<file path="src/rtl/xorshift_range_sampler_if.sv">
// Stream/config bundle between the range sampler (master) and its environment (slave):
// PRNG word input, sample output stream and configuration controls.
interface xorshift_range_sampler_if #(
   parameter int OUT_W = 16
);
   logic             cfg_load;
   logic [OUT_W-1:0] cfg_range;
   logic [31:0]      rnd_in;
   logic             rnd_valid;
   logic             rnd_req;
   logic [OUT_W-1:0] smp_data;
   logic             smp_valid;
   logic             smp_ready;
   logic             busy;
   logic             cfg_err;

   modport master (
      input  cfg_load, cfg_range, rnd_in, rnd_valid, smp_ready,
      output rnd_req, smp_data, smp_valid, busy, cfg_err
   );

   modport slave (
      output cfg_load, cfg_range, rnd_in, rnd_valid, smp_ready,
      input  rnd_req, smp_data, smp_valid, busy, cfg_err
   );
endinterface

</file>
<file path="src/rtl/xorshift_range_sampler.sv">
// Mask-and-reject mapper from raw PRNG words to unbiased integers in [0, N), with FWFT output FIFO.
// Optional macro XORSHIFT_RANGE_SAMPLER_STATS_EN adds a saturating reject counter output rej_count.
module xorshift_range_sampler #(
   parameter int OUT_W      = 16,
   parameter int FIFO_DEPTH = 4
) (
   input  logic clk,
   input  logic rst,
   xorshift_range_sampler_if.master bus
`ifdef XORSHIFT_RANGE_SAMPLER_STATS_EN
   ,
   output logic [15:0] rej_count
`endif
);
   localparam int PTR_W = (FIFO_DEPTH > 1) ? $clog2(FIFO_DEPTH) : 1;
   localparam int CNT_W = PTR_W + 1;
   localparam logic [CNT_W-1:0] DEPTH_C   = CNT_W'(FIFO_DEPTH);
   localparam logic [CNT_W-1:0] DEPTH_M1C = CNT_W'(FIFO_DEPTH - 1);

   typedef enum logic [1:0] {IDLE, MASK, RUN} state_t;

   state_t           state_reg, state_next;
   logic [OUT_W-1:0] mask_reg, mask_next;
   logic [OUT_W-1:0] n_reg;
   logic             cfg_err_reg, cfg_err_next;
   logic [OUT_W-1:0] data_reg;
   logic [PTR_W-1:0] wr_ptr_reg, rd_ptr_reg;
   logic [CNT_W-1:0] count_reg;
   logic [OUT_W-1:0] mem [FIFO_DEPTH];

   logic [OUT_W-1:0] cand;
   logic             flush, push, pop, pop_raw, reject, space;
   logic [CNT_W-1:0] cnt_after_pop;
   logic [PTR_W-1:0] rd_adv;
   logic             head_load;
   logic [OUT_W-1:0] head_next;

   generate
      if (OUT_W < 32) begin : g_unused_hi
         logic unused_rnd_hi;
         assign unused_rnd_hi = ^bus.rnd_in[31:OUT_W];
      end
   endgenerate

   assign cand    = bus.rnd_in[OUT_W-1:0] & mask_reg;
   assign pop_raw = (count_reg != '0) && bus.smp_ready;
   // A pop in the same cycle frees a slot, so a push at full is still legal then.
   assign space   = (count_reg != DEPTH_C) || pop_raw;

   always_comb begin
      state_next   = state_reg;
      mask_next    = mask_reg;
      cfg_err_next = cfg_err_reg;
      flush        = 1'b0;
      push         = 1'b0;
      pop          = 1'b0;
      reject       = 1'b0;
      if (bus.cfg_load) begin
         flush     = 1'b1;
         mask_next = '0;
         if (bus.cfg_range == '0) begin
            cfg_err_next = 1'b1;
            state_next   = IDLE;
         end else begin
            cfg_err_next = 1'b0;
            state_next   = MASK;
         end
      end else begin
         pop = pop_raw;
         case (state_reg)
            MASK: begin
               if (mask_reg >= n_reg - OUT_W'(1)) state_next = RUN;
               else mask_next = {mask_reg[OUT_W-2:0], 1'b1};
            end
            RUN: begin
               if (bus.rnd_valid && space) begin
                  if (cand < n_reg) push = 1'b1;
                  else reject = 1'b1;
               end
            end
            default: ;
         endcase
      end
   end

   assign bus.rnd_req   = (state_reg == RUN) &&
                          ((count_reg < DEPTH_M1C) || (count_reg == DEPTH_M1C && !push));
   assign bus.busy      = (state_reg == MASK);
   assign bus.cfg_err   = cfg_err_reg;
   assign bus.smp_valid = (count_reg != '0);
   assign bus.smp_data  = data_reg;

   // Output register tracks the FIFO head; it holds its value while the FIFO is empty.
   assign cnt_after_pop = count_reg - CNT_W'(pop);
   assign rd_adv        = rd_ptr_reg + PTR_W'(pop);
   assign head_load     = !flush && (push || (pop && cnt_after_pop != '0));
   assign head_next     = (cnt_after_pop == '0) ? cand : mem[rd_adv];

   always_ff @(posedge clk) begin
      if (push) mem[wr_ptr_reg] <= cand;
   end

   always_ff @(posedge clk) begin
      if (rst) begin
         state_reg   <= IDLE;
         mask_reg    <= '0;
         n_reg       <= '0;
         cfg_err_reg <= 1'b0;
         data_reg    <= '0;
         wr_ptr_reg  <= '0;
         rd_ptr_reg  <= '0;
         count_reg   <= '0;
      end else begin
         state_reg   <= state_next;
         mask_reg    <= mask_next;
         cfg_err_reg <= cfg_err_next;
         if (bus.cfg_load) n_reg <= bus.cfg_range;
         if (head_load) data_reg <= head_next;
         if (flush) begin
            wr_ptr_reg <= '0;
            rd_ptr_reg <= '0;
            count_reg  <= '0;
         end else begin
            if (push) wr_ptr_reg <= wr_ptr_reg + PTR_W'(1);
            rd_ptr_reg <= rd_adv;
            case ({push, pop})
               2'b10:   count_reg <= count_reg + CNT_W'(1);
               2'b01:   count_reg <= count_reg - CNT_W'(1);
               default: count_reg <= count_reg;
            endcase
         end
      end
   end

`ifdef XORSHIFT_RANGE_SAMPLER_STATS_EN
   logic [15:0] rej_count_reg;

   always_ff @(posedge clk) begin
      if (rst || bus.cfg_load) rej_count_reg <= '0;
      else if (reject && rej_count_reg != 16'hFFFF) rej_count_reg <= rej_count_reg + 16'd1;
   end

   assign rej_count = rej_count_reg;
`endif
endmodule

</file>
<file path="src/flat_wrapper.sv">
// flat-port wrapper written by rule: the top's interface ports become plain ports
module xorshift_range_sampler_flat 
#(
   parameter int OUT_W      = 16,
   parameter int FIFO_DEPTH = 4
)
  (clk, rst, bus_cfg_load, bus_cfg_range, bus_rnd_in, bus_rnd_valid, bus_smp_ready, bus_rnd_req, bus_smp_data, bus_smp_valid, bus_busy, bus_cfg_err);
  xorshift_range_sampler_if #(.OUT_W(OUT_W)) bus_i ();
  input  logic clk;
  input  logic rst;
  input wire logic [$bits(bus_i.cfg_load)-1:0] bus_cfg_load;
  input wire logic [$bits(bus_i.cfg_range)-1:0] bus_cfg_range;
  input wire logic [$bits(bus_i.rnd_in)-1:0] bus_rnd_in;
  input wire logic [$bits(bus_i.rnd_valid)-1:0] bus_rnd_valid;
  input wire logic [$bits(bus_i.smp_ready)-1:0] bus_smp_ready;
  output wire logic [$bits(bus_i.rnd_req)-1:0] bus_rnd_req;
  output wire logic [$bits(bus_i.smp_data)-1:0] bus_smp_data;
  output wire logic [$bits(bus_i.smp_valid)-1:0] bus_smp_valid;
  output wire logic [$bits(bus_i.busy)-1:0] bus_busy;
  output wire logic [$bits(bus_i.cfg_err)-1:0] bus_cfg_err;
  assign bus_i.cfg_load = bus_cfg_load;
  assign bus_i.cfg_range = bus_cfg_range;
  assign bus_i.rnd_in = bus_rnd_in;
  assign bus_i.rnd_valid = bus_rnd_valid;
  assign bus_i.smp_ready = bus_smp_ready;
  assign bus_rnd_req = bus_i.rnd_req;
  assign bus_smp_data = bus_i.smp_data;
  assign bus_smp_valid = bus_i.smp_valid;
  assign bus_busy = bus_i.busy;
  assign bus_cfg_err = bus_i.cfg_err;
  xorshift_range_sampler #(.OUT_W(OUT_W), .FIFO_DEPTH(FIFO_DEPTH)) u_core (.clk(clk), .rst(rst), .bus(bus_i));
endmodule
</file>
<file path="config.mk">
export PLATFORM = sky130hd
export DESIGN_NAME = xorshift_range_sampler_flat
export DESIGN_NICKNAME = d
export VERILOG_FILES = /design/src/rtl/xorshift_range_sampler_if.sv /design/src/rtl/xorshift_range_sampler.sv /design/src/flat_wrapper.sv
export SDC_FILE = /design/constraint.sdc
export NUM_CORES = 1
export LEC_CHECK = 0
export BUFFER_PORTS_ARGS = -buffer_cell sky130_fd_sc_hd__buf_2
export CAP_MARGIN = 5
export CORE_ASPECT_RATIO = 1.1
export CORE_MARGIN = 5
export CORE_UTILIZATION = 60
export DETAILED_ROUTE_END_ITERATION = 10
export PLACE_DENSITY = 0.82
export SETUP_SLACK_MARGIN = 0.05
export SYNTH_ARGS = -nofsm -noshare
export SYNTH_HDL_FRONTEND = slang
export SYNTH_SLANG_ARGS = --single-unit
export TNS_END_PERCENT = 20
</file>
<file path="constraint.sdc">
create_clock -name clk -period 5.8 [get_ports clk]
set_input_delay 1.16 -clock clk [delete_from_list [all_inputs] [get_ports clk]]
set_output_delay 1.16 -clock clk [all_outputs]
set_load 0.01 [all_outputs]
</file>
### After elaboration in Yosys (flattened, before gate mapping)

Memory sizes are Yosys's and may differ from the RTL's.
Cells that the tools add are included.

* register bits after elaboration: 58
* bits in writable memories: 64
* bits of input ports: 53
* output and inout bits: 20
* word-level logic and storage cells: 63
* memories kept: 1

* add/sub/neg operators: 6
* $lt $le $gt $ge: 3
* equal/unequal tests: 6
* mux-type cells: 15
* bitwise logic cells: 2
* reductions and logical operators: 22

Memories
* u_core.mem: words 4, bits a word 16, read ports 1, clocked after memory_dff 0, write ports 1, RTL line xorshift_range_sampler.sv:29 `logic [OUT_W-1:0] mem [FIFO_DEPTH];`

Operator list (number)
* $and A16 B16 Y16: 1
* $ge A16 B16 Y1: 1
* $logic_not A16 Y1: 1
* $lt A16 B16 Y1: 1
* $mux W16: 1
* $sub A16 B1 Y16 const B: 1
* $mux W1: 10
* $logic_and A1 B1 Y1: 6
* $mux W2: 3
* $pmux W3 S2: 1
* $reduce_bool A2 Y1: 3
* $reduce_bool A3 Y1: 2
* $eq A2 B1 Y1 const B: 2
* $eq A2 B2 Y1 const B: 2
* $reduce_and A2 Y1: 2
* $reduce_or A2 Y1: 2
* $add A3 B1 Y3 const B: 1
* $eq A3 B2 Y1 const B: 1
* $logic_not A3 Y1: 1
* $logic_or A1 B1 Y1: 3
* $lt A3 B2 Y1 const B: 1
* $ne A3 B3 Y1 const B: 1
* $sub A3 B1 Y3: 1
* $sub A3 B1 Y3 const B: 1
* other kinds (4): 5

### Logic depth before layout (Yosys ltp)

Gate-level depths: netlist of run 1.

* depth in word-level cells: 11
* depth in mapped cells: 14
* depth with buffers taken out: 14

### Worst setup path after synthesis of run 1

No wires, ideal clock.

* kind: input to output
* start: input bus_rnd_in[9]
* end: output bus_rnd_req
* arrival: 2716 ps
* required time: 4640 ps
* setup slack: 1924 ps
* stages on the path: 8
* path buffers: 0
* cells stage by stage: and2_1 -> ha_1 -> a21oi_1 -> o21ai_0 -> o21ai_0 -> a21oi_1 -> nor4_1 -> nor4_1

* cells in the longest elaborated chain, start to end: 10

Ends and longest elaborated chain
* start: declaration: RTL line flat_wrapper.sv:13 `input wire logic [$bits(bus_i.rnd_in)-1:0] bus_rnd_in;`
* $and A16 B16 Y16: RTL line xorshift_range_sampler.sv:45 `assign cand = bus.rnd_in[OUT_W-1:0] & mask_reg;`
* $lt A16 B16 Y1: RTL line xorshift_range_sampler.sv:77 `if (cand < n_reg) push = 1'b1;`
* $mux W1: RTL line xorshift_range_sampler.sv:77
* $mux W1: RTL line xorshift_range_sampler.sv:76 `if (bus.rnd_valid && space) begin`
* $mux W1: RTL line xorshift_range_sampler.sv:70 `case (state_reg)`
* $mux W1: RTL line xorshift_range_sampler.sv:58 `if (bus.cfg_load) begin`
* $logic_not A1 Y1: RTL line xorshift_range_sampler.sv:87 `((count_reg < DEPTH_M1C) || (count_reg == DEPTH_M1C && !push));`
* $logic_and A1 B1 Y1: RTL line xorshift_range_sampler.sv:87
* $logic_or A1 B1 Y1: RTL line xorshift_range_sampler.sv:87
* $logic_and A1 B1 Y1: RTL line xorshift_range_sampler.sv:86 `assign bus.rnd_req = (state_reg == RUN) &&`
* end: declaration: RTL line flat_wrapper.sv:16 `output wire logic [$bits(bus_i.rnd_req)-1:0] bus_rnd_req;`

Every way passes these cells.

### Worst setup path in the final report of run 1

* start: input bus_rnd_in[15]
* end: output bus_rnd_req

* cells in the longest elaborated chain, start to end: 10

Ends and longest elaborated chain
* $and A16 B16 Y16: RTL line xorshift_range_sampler.sv:45
* via u_core.cand[15]: RTL line xorshift_range_sampler.sv:31 `logic [OUT_W-1:0] cand;`
* $lt A16 B16 Y1: RTL line xorshift_range_sampler.sv:77
* $mux W1: RTL line xorshift_range_sampler.sv:77
* $mux W1: RTL line xorshift_range_sampler.sv:76
* $mux W1: RTL line xorshift_range_sampler.sv:70
* $mux W1: RTL line xorshift_range_sampler.sv:58
* $logic_not A1 Y1: RTL line xorshift_range_sampler.sv:87
* $logic_and A1 B1 Y1: RTL line xorshift_range_sampler.sv:87
* $logic_or A1 B1 Y1: RTL line xorshift_range_sampler.sv:87
* $logic_and A1 B1 Y1: RTL line xorshift_range_sampler.sv:86

The timed path passes the listed nets, and every way through them passes these cells.

==> summary.txt, run 1 <==
Critical path
  • Cells along the critical path: buf_2, and2_1, ha_1, a21oi_1, o211ai_1, nor2_1, inv_1, nor4_1, nor4_1, buf_2
  • Worst path depth: 10
  • CP Max Fanout: 7
  • CP max stage cell: nor4_1
  • Worst path bufs/invs: 3
  • R2R cell count: 13
  • Worst setup EP type: output port
  • Crit path largest cell delay: about 0.57 ns
  • WP data required: between 4 and 5 ns
  • FF-to-FF End: u_core.mask_reg[9]
  • Critical R2R Launch: u_core.n_reg[2]
  • Crit Path Category: in -> out
  • R2R Setup Slk: between 1.5 and 2 ns
  • CP delay by family, top: simple AND/OR/NAND/NOR gates
  • Crit path DAT: ~3.5 ns
  • Startpoint Class: input port

Synth
  • Synth async-reset ratio: 0
  • Mux contribution to synthesized area: 0.163
  • Synth unique cells: between 40 and 50
  • Largest family of logic cells by synthesized area: multiplexers
  • XOR/XNOR Fraction of Synth Area: 0.0248
  • EDFF count, synth: 64
  • Sequential cell area fraction in the yosys report: 0.513
  • Syn_nets: 591
  • Synth Flop Type: edfxtp_1
  • Post-synthesis adder-cell area fraction: 0.0846
  • Mapped Avg Cell Area: approximately 12 µm²
  • Area share of the largest cell type after synthesis: 0.320
  • Post-synth top area cell: edfxtp_1
  • Ys Warns: 0
  • Mapped Area: 6000 µm²
  • Top cells by area, synth: edfxtp_1, dfxtp_1, mux2i_1
  • Post-synthesis simple-gate area fraction: 0.130
  • FF+latch count, synth: around 120
  • Syn Inst Count: 498
  • Synth Area in Compound Gates: 0.0494

Cells and area
  • Biggest register: u_core.mem
  • Max reg flops: 64
  • Antenna diodes: 0
  • Area Overhead vs Synth: 16.2%
  • FILL cells: ~680
  • # nets final: about 650
  • Layout cell share with drive strength beyond 1: 0.216

Die
  • Initial Util: 0.610
  • Core footprint: between 9000 and 10000 µm²
  • Die Height: 115 µm
  • Full die area: approximately 12000 µm²
  • Die Span X: roughly 110 µm
  • Top Ports: 73
  • Num rows: 38

Routing
  • TritonRoute pass-1 iters: 4
  • DR vias/cell: slightly below 6
  • DR vias: slightly above 4000
  • DR WL/cell: about 18 µm
  • Routed Antenna Nets: 0
  • DRC errors left: 0
  • DR iter-0 viols: about 230
  • Final wirelength: 12.5 mm

Clock network
  • CTS Hold Bufs: 0
  • Sink Count: around 120
  • CTS H-Tree Depth: 4
  • CTS clk-pin slew, worst paths: around 0.05 ns
  • CTS tree: done
  • PostCTS Resize Cnt: 0
  • Setup repair bufs after CTS: 0
  • Clock Latency Late Sink: 0.51 ns
  • Root buffer cell: clkbuf_8
  • Max Root-Sink Buffers: 2
  • CTS buffer count: 17

Pwr
  • Power Total: between 0.002 and 0.0025 W
  • Power per cell area: ~300 nW/µm²
  • VDD IR max: between 0.15 and 0.2 mV
  • Leakage: 2.81 nW

Global routing
  • GRT Util Overall: 0.221
  • First-pass GRT wire length: approximately 21 mm
  • Maximum number of pins on one net before global-route repair: 53
  • Vias in the first global route: approximately 4200
  • Initial antenna violation count: 0
  • Overflow left after global routing: 0

Placement
  • GPL Wtd Cong: between 0.9 and 1
  • Port Buffers: 56
  • Post-DP HPWL: between 8 and 9 mm
  • Place WS: 1.37 ns

Min path
  • Hold Crit Start: u_core.bus.smp_data[15]
  • Hold endpoint: u_core.bus.smp_data[15]
  • HP Class: reg -> reg
  • Hold Path Depth: 2

Status
  • Outcome: finished clean

Timing
  • Hold WS: ~0.47 ns
  • Setup TNS Final: 0 ns
  • Final min period: roughly 4.7 ns
  • Least-Margin Pin Slew: approximately 1.1 ns
  • Setup violations, final: 0
  • Crit share post-route: 0.805
  • Setup ws final: between 1 and 1.5 ns
  • Unrepaired setup endpoints after global routing: no
  • Clk_skew: 0.0102 ns
  • Max_slew headroom: 0.264
  • Final Hold Vio Count: 0
  • Max Slew Vio Count: 0
  • Fmax: ~210 MHz

Run
  • MaxCap Viol Count: 0
-- cell usage in the layout (no fill, tap or decap), types with 11 or more instances in the layout --
| cell | synthesis | routed |
|---|---|---|
| edfxtp_1 | 64 | 64 |
| inv_1 | 30 | 30 |
| nor2_1 | 50 | 50 |
| xnor2_1 | 14 | 14 |
| nand2_1 | 11 | 11 |
| clkbuf_16 | 0 | 16 |
| mux2i_1 | 62 | 62 |
| and2_1 | 17 | 17 |
| o21ai_0 | 11 | 11 |
| buf_2 | 5 | 56 |
| dfxtp_1 | 58 | 58 |
| ha_1 | 39 | 39 |
| a21oi_1 | 15 | 15 |
| nand2b_1 | 19 | 19 |
| or2_2 | 15 | 15 |
| mux4_2 | 16 | 16 |
-- power by group --
group / switching [W] / total [W] / internal [W]
combinational: 0.0000686 / 0.000123 / 0.0000543
sequential: 0.00000914 / 0.000917 / 0.000908
clock: 0.000378 / 0.00108 / 0.000698
-- worst reg2reg max path, cell delays in order, from the launching register on --
cell	delay, ns
dfxtp_1	0.36
nor4_1	0.46
nand2_1	0.21
nor3_1	0.36
nand3_1	0.18
xnor2_1	0.21
ha_1	0.27
nand4_1	0.16
nor3_1	0.08
a2111o_1	0.46
a2111oi_4	0.68
buf_4	0.33
mux2i_1	0.21
nor2_1	0.05
-- synthesized netlist by cell type, drive strengths merged (5+ instances only) --
cell	number
edfxtp	64
mux2i	62
dfxtp	58
nor2	50
ha	39
inv	30
nand2b	19
and2	17
mux4	16
or2	16
a21oi	15
xnor2	14
o21ai	13
nand2	11
buf	9
clkbuf	8
nor4	8
nor3	6
a211oi	5
and3	5
nand3	5
-- kinds of logic (layout without fill, tap and decap cells) --
family / after synthesis / after routing
buffers and inverters: 47 / 122
DFF: 122 / 122
AOI/OAI and AO/OA: 45 / 45
muxes: 78 / 78
xor gates and xnor gates: 17 / 17
and+or+nand+nor: 149 / 149
adders and majority gates: 40 / 40
-- how the worst max path moves through the flow --
stage | end | startpoint | slack (ns)
final | bus_rnd_req | bus_rnd_in[15] | 1.13
after global placement | bus_rnd_req | bus_rnd_in[1] | 1.42
after floorplan | bus_rnd_req | bus_rnd_in[9] | 1.92
after global routing | bus_rnd_req | bus_rnd_in[15] | 0.99
after detailed placement | bus_rnd_req | bus_rnd_in[1] | 1.37
after CTS | bus_rnd_req | bus_rnd_in[15] | 1.19
-- metal layers --
layer  up-vias  share of wire  global-route usage
li1       1930              -                   -
met1      1937           0.40               0.264
met2       140           0.50               0.382
met3        22          0.073              0.0545
met4         0          0.022              0.0980
met5         -              0                   0
-- final cells by class --
cell class              count  area, µm²  share of cell area
clock buffers              21        429              0.0615
multi-input cells         329       2720               0.390
well taps                 120        150              0.0215
repair buffers             60        310              0.0445
flip-flops and latches    122       3080               0.442
clock inverters            11        171              0.0246
inverters                  30        113              0.0161
-- metrics by stage --
stage	cells	utilization	instance area (µm²)
global placement	661	0.648	6380
global route	693	0.709	6980
detailed placement	661	0.648	6380
CTS	693	0.709	6980
floorplan	498	-	6000
finish	693	0.709	6980
No activity file was read; power rests on OpenSTA's default activity.
==> inputs of run 2 (changes only) <==
CORE_UTILIZATION = 58   (was 60)
PLACE_DENSITY = 0.8   (was 0.82)
clock period = 4.6 ns   (was 5.8 ns; I/O delays follow)
==> run 2 against run 1 <==
Compared with the run above: via count shrank 1.7%; sequential power grew 26%; total power grew 23%; flip-flop and latch count is the same; highest routed layer unchanged.
==> summary.txt, run 2 (synthesized netlist as in run 1, its figures left out) <==
Status
  • Outcome: finished clean

Critical path
  • Worst setup EP type: flop
  • Startpoint Class: flop
  • R2R Setup Slk: 0.46 ns (-1.20 ns)
  • FF-to-FF End: u_core.mask_reg[8]
  • CP delay by family, top: simple AND/OR/NAND/NOR gates
  • CP endpoint: u_core.mask_reg[8]
  • Setup crit start: u_core.n_reg[2]
  • R2R cell count: 13 (unchanged)
  • Cells along the critical path: nor4_1, nand2_1, nor3_1, nand3_1, xnor2_1, ha_1, nand4_1, nor3_1, a2111o_1, a2111oi_4, buf_4, mux2i_1, nor2_1
  • Crit Path Category: reg -> reg
  • CP max stage cell: a2111oi_4
  • WP data required: 4.89 ns (+0.25 ns)
  • CP Max Fanout: 9 (+2)
  • Worst path depth: 13 (+3)
  • Most used cell, CP: nor3_1
  • Crit path largest cell delay: 0.67 ns (+0.10 ns)
  • Crit path DAT: 4.43 ns (+0.92 ns)
  • Critical R2R Launch: u_core.n_reg[2]
  • Worst path bufs/invs: 1 (-2)

Routing
  • Final wirelength: 12.0 mm (-3.9%)
  • DR vias: 3960 (-1.7%)
  • Metal2 WL: 6.01 mm (-4.5%)
  • DR iter-0 viols: 229 (-1.3%)
  • Routed Antenna Nets: 0 (unchanged)
  • TritonRoute pass-1 iters: 5 (+1)
  • DR vias/cell: 5.67 (-2.4%)
  • Met1 wire length: 5.11 mm (+1.9%)
  • Max Used Layer: met4
  • Metal3 WL: 596 µm (-35%)
  • DR WL/cell: 17.2 µm (-4.5%)
  • DRC errors left: 0 (unchanged)

Clock network
  • Setup repair bufs after CTS: 0 (unchanged)
  • PostCTS Resize Cnt: 0 (unchanged)
  • CTS H-Tree Depth: 4 (unchanged)
  • Max Root-Sink Buffers: 2 (unchanged)
  • CTS clk-pin slew, worst paths: 0.05 ns (about the same)
  • CTS Hold Bufs: 0 (unchanged)
  • Sink Count: 122 (unchanged)
  • Root buffer cell: clkbuf_16
  • Clock Latency Late Sink: 0.42 ns (-0.09 ns)
  • CTS tree: done
  • CTS buffer count: 17 (unchanged)

Die
  • Core footprint: 10200 µm² (+4.1%)
  • Initial Util: 0.586 (-0.0241)
  • Die Height: 117 µm (+1.6%)
  • Num rows: 39 (+2.6%)
  • Full die area: 12500 µm² (+3.1%)
  • Die Span X: 107 µm (+1.5%)
  • Top Ports: 73 (unchanged)

Global routing
  • GRT Util Overall: 0.207 (-0.0138)
  • Overflow left after global routing: 0 (unchanged)
  • Vias in the first global route: 4099 (-2.3%)
  • First-pass GRT wire length: 19.6 mm (-5.5%)
  • Initial antenna violation count: 0 (unchanged)
  • Maximum number of pins on one net before global-route repair: 53 (unchanged)

Pwr
  • Combinational share of power: 0.059 (about the same)
  • Leakage: 2.82 nW (+0.58%)
  • Sequential Power Share: 0.445 (+0.012)
  • Switching portion of total power: 0.209 (-0.00681)
  • P_int: 0.00206 W (+24%)
  • Sw Pwr: 0.000543 W (+19%)
  • VDD IR max: 0.287 mV (+58%)
  • Power per cell area: 373 nW/µm² (+23%)
  • Clock network power share: 0.496 (-0.013)

Timing
  • Setup violations, final: 0 (unchanged)
  • Least-Margin Pin Slew: 0.989 ns (-0.0881 ns)
  • Setup TNS Final: 0 ns (unchanged)
  • Clk_skew: 0.0142 ns (+0.00407 ns)
  • Final min period: roughly 4.1 ns
  • Fmax: between 200 and 250 MHz
  • Unrepaired setup endpoints after global routing: no
  • Final Hold Vio Count: 0 (unchanged)
  • Crit share post-route: 0.901
  • Hold WS: 0.471 ns (+0.00355 ns)
  • Max Slew Vio Count: 0 (unchanged)
  • Max_slew headroom: 0.324 (+0.0603)

Cells and area
  • Biggest register: u_core.mem
  • # nets final: 655 (+0.31%)
  • Antenna diodes: 0 (unchanged)
  • Commonest non-fill, non-tap cells in the layout: edfxtp_1, mux2i_1, dfxtp_1
  • Most common cell after layout, fill and taps aside: edfxtp_1
  • Layout cell share with drive strength beyond 1: 0.217 (+0.000986)
  • Area Overhead vs Synth: 16.2% (unchanged)
  • Max reg flops: 64 (unchanged)

Placement
  • GPL Wtd Cong: 0.885 (-2.6%)
  • Post-DP HPWL: 8.42 mm (+1.9%)
  • Port Buffers: 56 (unchanged)

Run
  • MaxCap Viol Count: 0 (unchanged)

Min path
  • HP Class: reg -> reg
-- run 2: cell types whose count changed in the layout (fill, tap and decap cells not counted), sizes merged --
cell      delta
clkbuf       +5
bufinv       -3
buf          +2
clkinv       -1
clkinvlp     -1
-- run 2: worst reg2reg max path, stage by stage, from the launching register on --
cell,delay [ns]
dfxtp_1,0.35
nor4_1,0.48
nand2_1,0.21
nor3_1,0.37
nand3_1,0.20
xnor2_1,0.16
ha_1,0.29
nand4_1,0.15
nor3_1,0.08
a2111o_1,0.44
a2111oi_4,0.67
buf_4,0.34
mux2i_1,0.23
nor2_1,0.06
-- run 2: cell type report --
type / count / area (µm²)
Tap cell: 123 / 154
Timing Repair Buffer: 62 / 325
Inverter: 30 / 113
Clock buffer: 26 / 532
Multi-Input combinational cell: 329 / 2710
Fill cell: 752 / 3270
Clock inverter: 6 / 57.6
Sequential cell: 122 / 3080
-- run 2: through the flow --
| stage | util | area (µm²) | std cells | power [W] | setup WS [ns] |
|---|---|---|---|---|---|
| 2_1_floorplan | - | 6000 | 498 | 0.00128 | 1.18 |
| 3_3_place_gp | 0.623 | 6390 | 666 | 0.00132 | 0.628 |
| 3_5_place_dp | 0.623 | 6390 | 666 | 0.00133 | 0.508 |
| 4_1_cts | 0.681 | 6980 | 698 | 0.00262 | 0.424 |
| 5_1_grt | 0.681 | 6980 | 698 | 0.00269 | 0.156 |
| 6_report | 0.681 | 6980 | 698 | 0.00260 | 0.456 |
-- run 2: power groups by stage --
stage	Clock (W)	Combinational [W]	Sequential (W)
2_1_floorplan	0	0.000108	0.00118
3_3_place_gp	0	0.000145	0.00118
3_5_place_dp	0	0.000152	0.00118
4_1_cts	0.00131	0.000155	0.00116
5_1_grt	0.00136	0.000174	0.00116
6_report	0.00129	0.000154	0.00116
-- run 2: worst min path at each step --
stage	cells past startpoint	end	startpoint
after floorplan	2	u_core.n_reg[15]	u_core.n_reg[15]
after global placement	2	u_core.bus.smp_data[7]	u_core.bus.smp_data[7]
after detailed placement	2	u_core.bus.smp_data[10]	u_core.bus.smp_data[10]
after CTS	2	u_core.bus.smp_data[12]	u_core.bus.smp_data[12]
after global routing	2	u_core.bus.smp_data[14]	u_core.bus.smp_data[14]
final	2	u_core.bus.smp_data[7]	u_core.bus.smp_data[7]
-- run 2: per-layer routing --
metal  up-vias  GRT usage
met5         -          0
met4         0     0.0972
met3        27     0.0575
met2       113      0.354
met1      1893      0.245
li1       1927          -
==> inputs of run 3 (changes only) <==
RECOVER_POWER = 50   (was unset)
==> run 3 against run 2 <==
Compared with the run above: the flow now finishes with violations (capacitance limit, slew limit); sequential power is essentially flat; largest cell class unchanged; critical endpoint unchanged; via count up 0.15%; largest power group unchanged; flip-flop and latch count stayed put; critical path depth did not move; die area stayed put; global-route usage did not move; highest routed layer unchanged; wire length rose by 0.14%; hold slack improved by 0.0024 ns.
==> summary.txt, run 3 (synthesized netlist as in run 1, its figures left out) <==
Status
  • Outcome: complete, but fails checks
  • Failing checks: capacitance limit, slew limit

Pwr
  • Sequential Power Share: 0.445 (about the same)
  • Clock network power share: 0.496 (about the same)
  • P_int: 0.00206 W (about the same)
  • Switching portion of total power: 0.209 (about the same)
  • Leakage: 2.71 nW (-3.8%)
  • Power per cell area: 375 nW/µm² (+0.45%)
  • Combinational share of power: 0.059 (about the same)
  • Sw Pwr: 0.000543 W (about the same)
  • VDD IR max: 0.288 mV (about the same)

Critical path
  • CP delay by family, top: simple AND/OR/NAND/NOR gates
  • Worst path depth: 13 (unchanged)
  • CP Max Fanout: 9 (unchanged)
  • Crit path DAT: 4.42 ns (about the same)
  • Startpoint Class: flop
  • R2R cell count: 13 (unchanged)
  • Crit path largest cell delay: 0.67 ns (about the same)
  • Worst setup EP type: flop
  • Most used cell, CP: nor3_1
  • Crit Path Category: reg -> reg
  • WP data required: 4.89 ns (about the same)
  • CP max stage cell: a2111oi_4
  • Cells along the critical path: nor4_1, nand2_1, nor3_1, nand3_1, xnor2_1, ha_1, nand4_1, nor3_1, a2111o_1, a2111oi_4, buf_4, mux2i_1, nor2_1
  • Worst path bufs/invs: 1 (unchanged)
  • R2R Setup Slk: 0.47 ns (+0.02 ns)

Timing
  • Fmax: 242 MHz (+0.45%)
  • Final min period: 4.13 ns (-0.0187 ns)
  • Final Hold Vio Count: 0 (unchanged)
  • Max Slew Vio Count: 25 (+25)
  • Least-Margin Pin Slew: 1.51 ns (+0.518 ns)
  • Unrepaired setup endpoints after global routing: no
  • Clk_skew: 0.00742 ns (-0.00682 ns)
  • Setup violations, final: 0 (unchanged)
  • Crit share post-route: 0.897 (-0.00407)
  • Max_slew headroom: -0.00470 (-0.329)
  • Setup TNS Final: 0 ns (unchanged)

Die
  • Die Span X: 107 µm (unchanged)
  • Num rows: 39 (unchanged)
  • Initial Util: 0.586 (unchanged)
  • Top Ports: 73 (unchanged)
  • Core footprint: 10200 µm² (unchanged)
  • Full die area: 12500 µm² (unchanged)
  • Die Height: 117 µm (unchanged)

Placement
  • GPL Wtd Cong: 0.885 (unchanged)
  • Post-DP HPWL: 8.42 mm (unchanged)
  • Port Buffers: 56 (unchanged)

Routing
  • TritonRoute pass-1 iters: 5 (unchanged)
  • Routed Antenna Nets: 0 (unchanged)
  • DR WL/cell: 17.2 µm (+0.14%)
  • DR vias/cell: 5.68 (+0.15%)
  • Metal3 WL: 616 µm (+3.4%)
  • Met1 wire length: 5.13 mm (+0.41%)
  • Final wirelength: 12.0 mm (+0.14%)
  • Max Used Layer: met4
  • DR iter-0 viols: 277 (+21%)
  • DR vias: 3966 (+0.15%)
  • DRC errors left: 0 (unchanged)
  • Metal2 WL: 5.95 mm (-0.85%)

Cells and area
  • Biggest register: u_core.mem
  • Sequential Area: 3080 µm² (unchanged)
  • Commonest non-fill, non-tap cells in the layout: edfxtp_1, mux2i_1, dfxtp_1
  • FILL cells: 768 (+2.1%)
  • Antenna diodes: 0 (unchanged)
  • # nets final: 655 (unchanged)
  • Finished Core Util: 0.678 (-0.00293)
  • Layout cell share with drive strength beyond 1: 0.179 (-0.0383)
  • Area Overhead vs Synth: 15.7%
  • Max reg flops: 64 (unchanged)
  • Multi-input logic area: 2710 µm² (unchanged)
  • Most common cell after layout, fill and taps aside: edfxtp_1

Min path
  • HP Class: reg -> reg
  • Hold Path Depth: 2 (unchanged)

Clock network
  • Root buffer cell: clkbuf_16
  • PostCTS Resize Cnt: 0 (unchanged)
  • Clock Latency Late Sink: 0.41 ns (about the same)
  • CTS H-Tree Depth: 4 (unchanged)
  • Setup repair bufs after CTS: 0 (unchanged)
  • Max Root-Sink Buffers: 2 (unchanged)
  • Sink Count: 122 (unchanged)
  • CTS buffer count: 17 (unchanged)
  • CTS tree: done
  • CTS Hold Bufs: 0 (unchanged)
  • CTS clk-pin slew, worst paths: 0.05 ns (about the same)

Global routing
  • First-pass GRT wire length: 19.6 mm (unchanged)
  • Maximum number of pins on one net before global-route repair: 53 (unchanged)
  • Vias in the first global route: 4099 (unchanged)
  • Overflow left after global routing: 0 (unchanged)
  • GRT Util Overall: 0.207 (unchanged)
  • Initial antenna violation count: 0 (unchanged)

Run
  • MaxCap Viol Count: 1 (+1)
==> run 3: area by class of cell <==
type,count,area share
well taps,123,0.0222
clock buffers,26,0.0765
repair buffers,62,0.0425
multi-input cells,329,0.391
clock inverters,6,0.00828
flip-flops and latches,122,0.444
inverters,30,0.0162
==> run 3: power groups by stage <==
stage | Sequential (W) | Combinational [W] | Clock [W]
finish | 0.00116 | 0.000154 | 0.00129
global route | 0.00116 | 0.000174 | 0.00136
CTS | 0.00116 | 0.000155 | 0.00131
detailed placement | 0.00118 | 0.000152 | 0
global placement | 0.00118 | 0.000145 | 0
floorplan | 0.00118 | 0.000108 | 0
==> run 3: routing by layer <==
| metal | vias up | GRT usage |
|---|---|---|
| li1 | 1930 | - |
| met1 | 1891 | 0.245 |
| met2 | 116 | 0.354 |
| met3 | 29 | 0.0575 |
| met4 | 0 | 0.0972 |
| met5 | - | 0 |
==> run 3: path summary, 6_finish.rpt <==
kind | to | from
hold reg to reg | u_core.bus.smp_data[12] | u_core.bus.smp_data[12]
setup / recovery | u_core.mask_reg[8] | u_core.n_reg[2]
setup reg to reg | u_core.mask_reg[8] | u_core.n_reg[2]
hold / removal | u_core.bus.smp_data[12] | u_core.bus.smp_data[12]
==> run 3: worst reg2reg max path, cell delays in order (launching register included) <==
cell       delay, ns
dfxtp_1         0.35
nor4_1          0.48
nand2_1         0.21
nor3_1          0.37
nand3_1         0.19
xnor2_1         0.16
ha_1            0.29
nand4_1         0.15
nor3_1          0.08
a2111o_1        0.44
a2111oi_4       0.67
buf_4           0.34
mux2i_1         0.23
nor2_1          0.06
==> run 3: metrics by stage <==
step	area (µm²)	hold slack (ns)	total power, W	setup slack, ns	std cells
5_1_grt	6950	0.494	0.00269	0.156	698
4_1_cts	6980	0.474	0.00262	0.424	698
6_report	6950	0.474	0.00260	0.474	698
3_5_place_dp	6390	0.459	0.00133	0.508	666
2_1_floorplan	6000	0.460	0.00128	1.18	498
3_3_place_gp	6390	0.455	0.00132	0.628	666
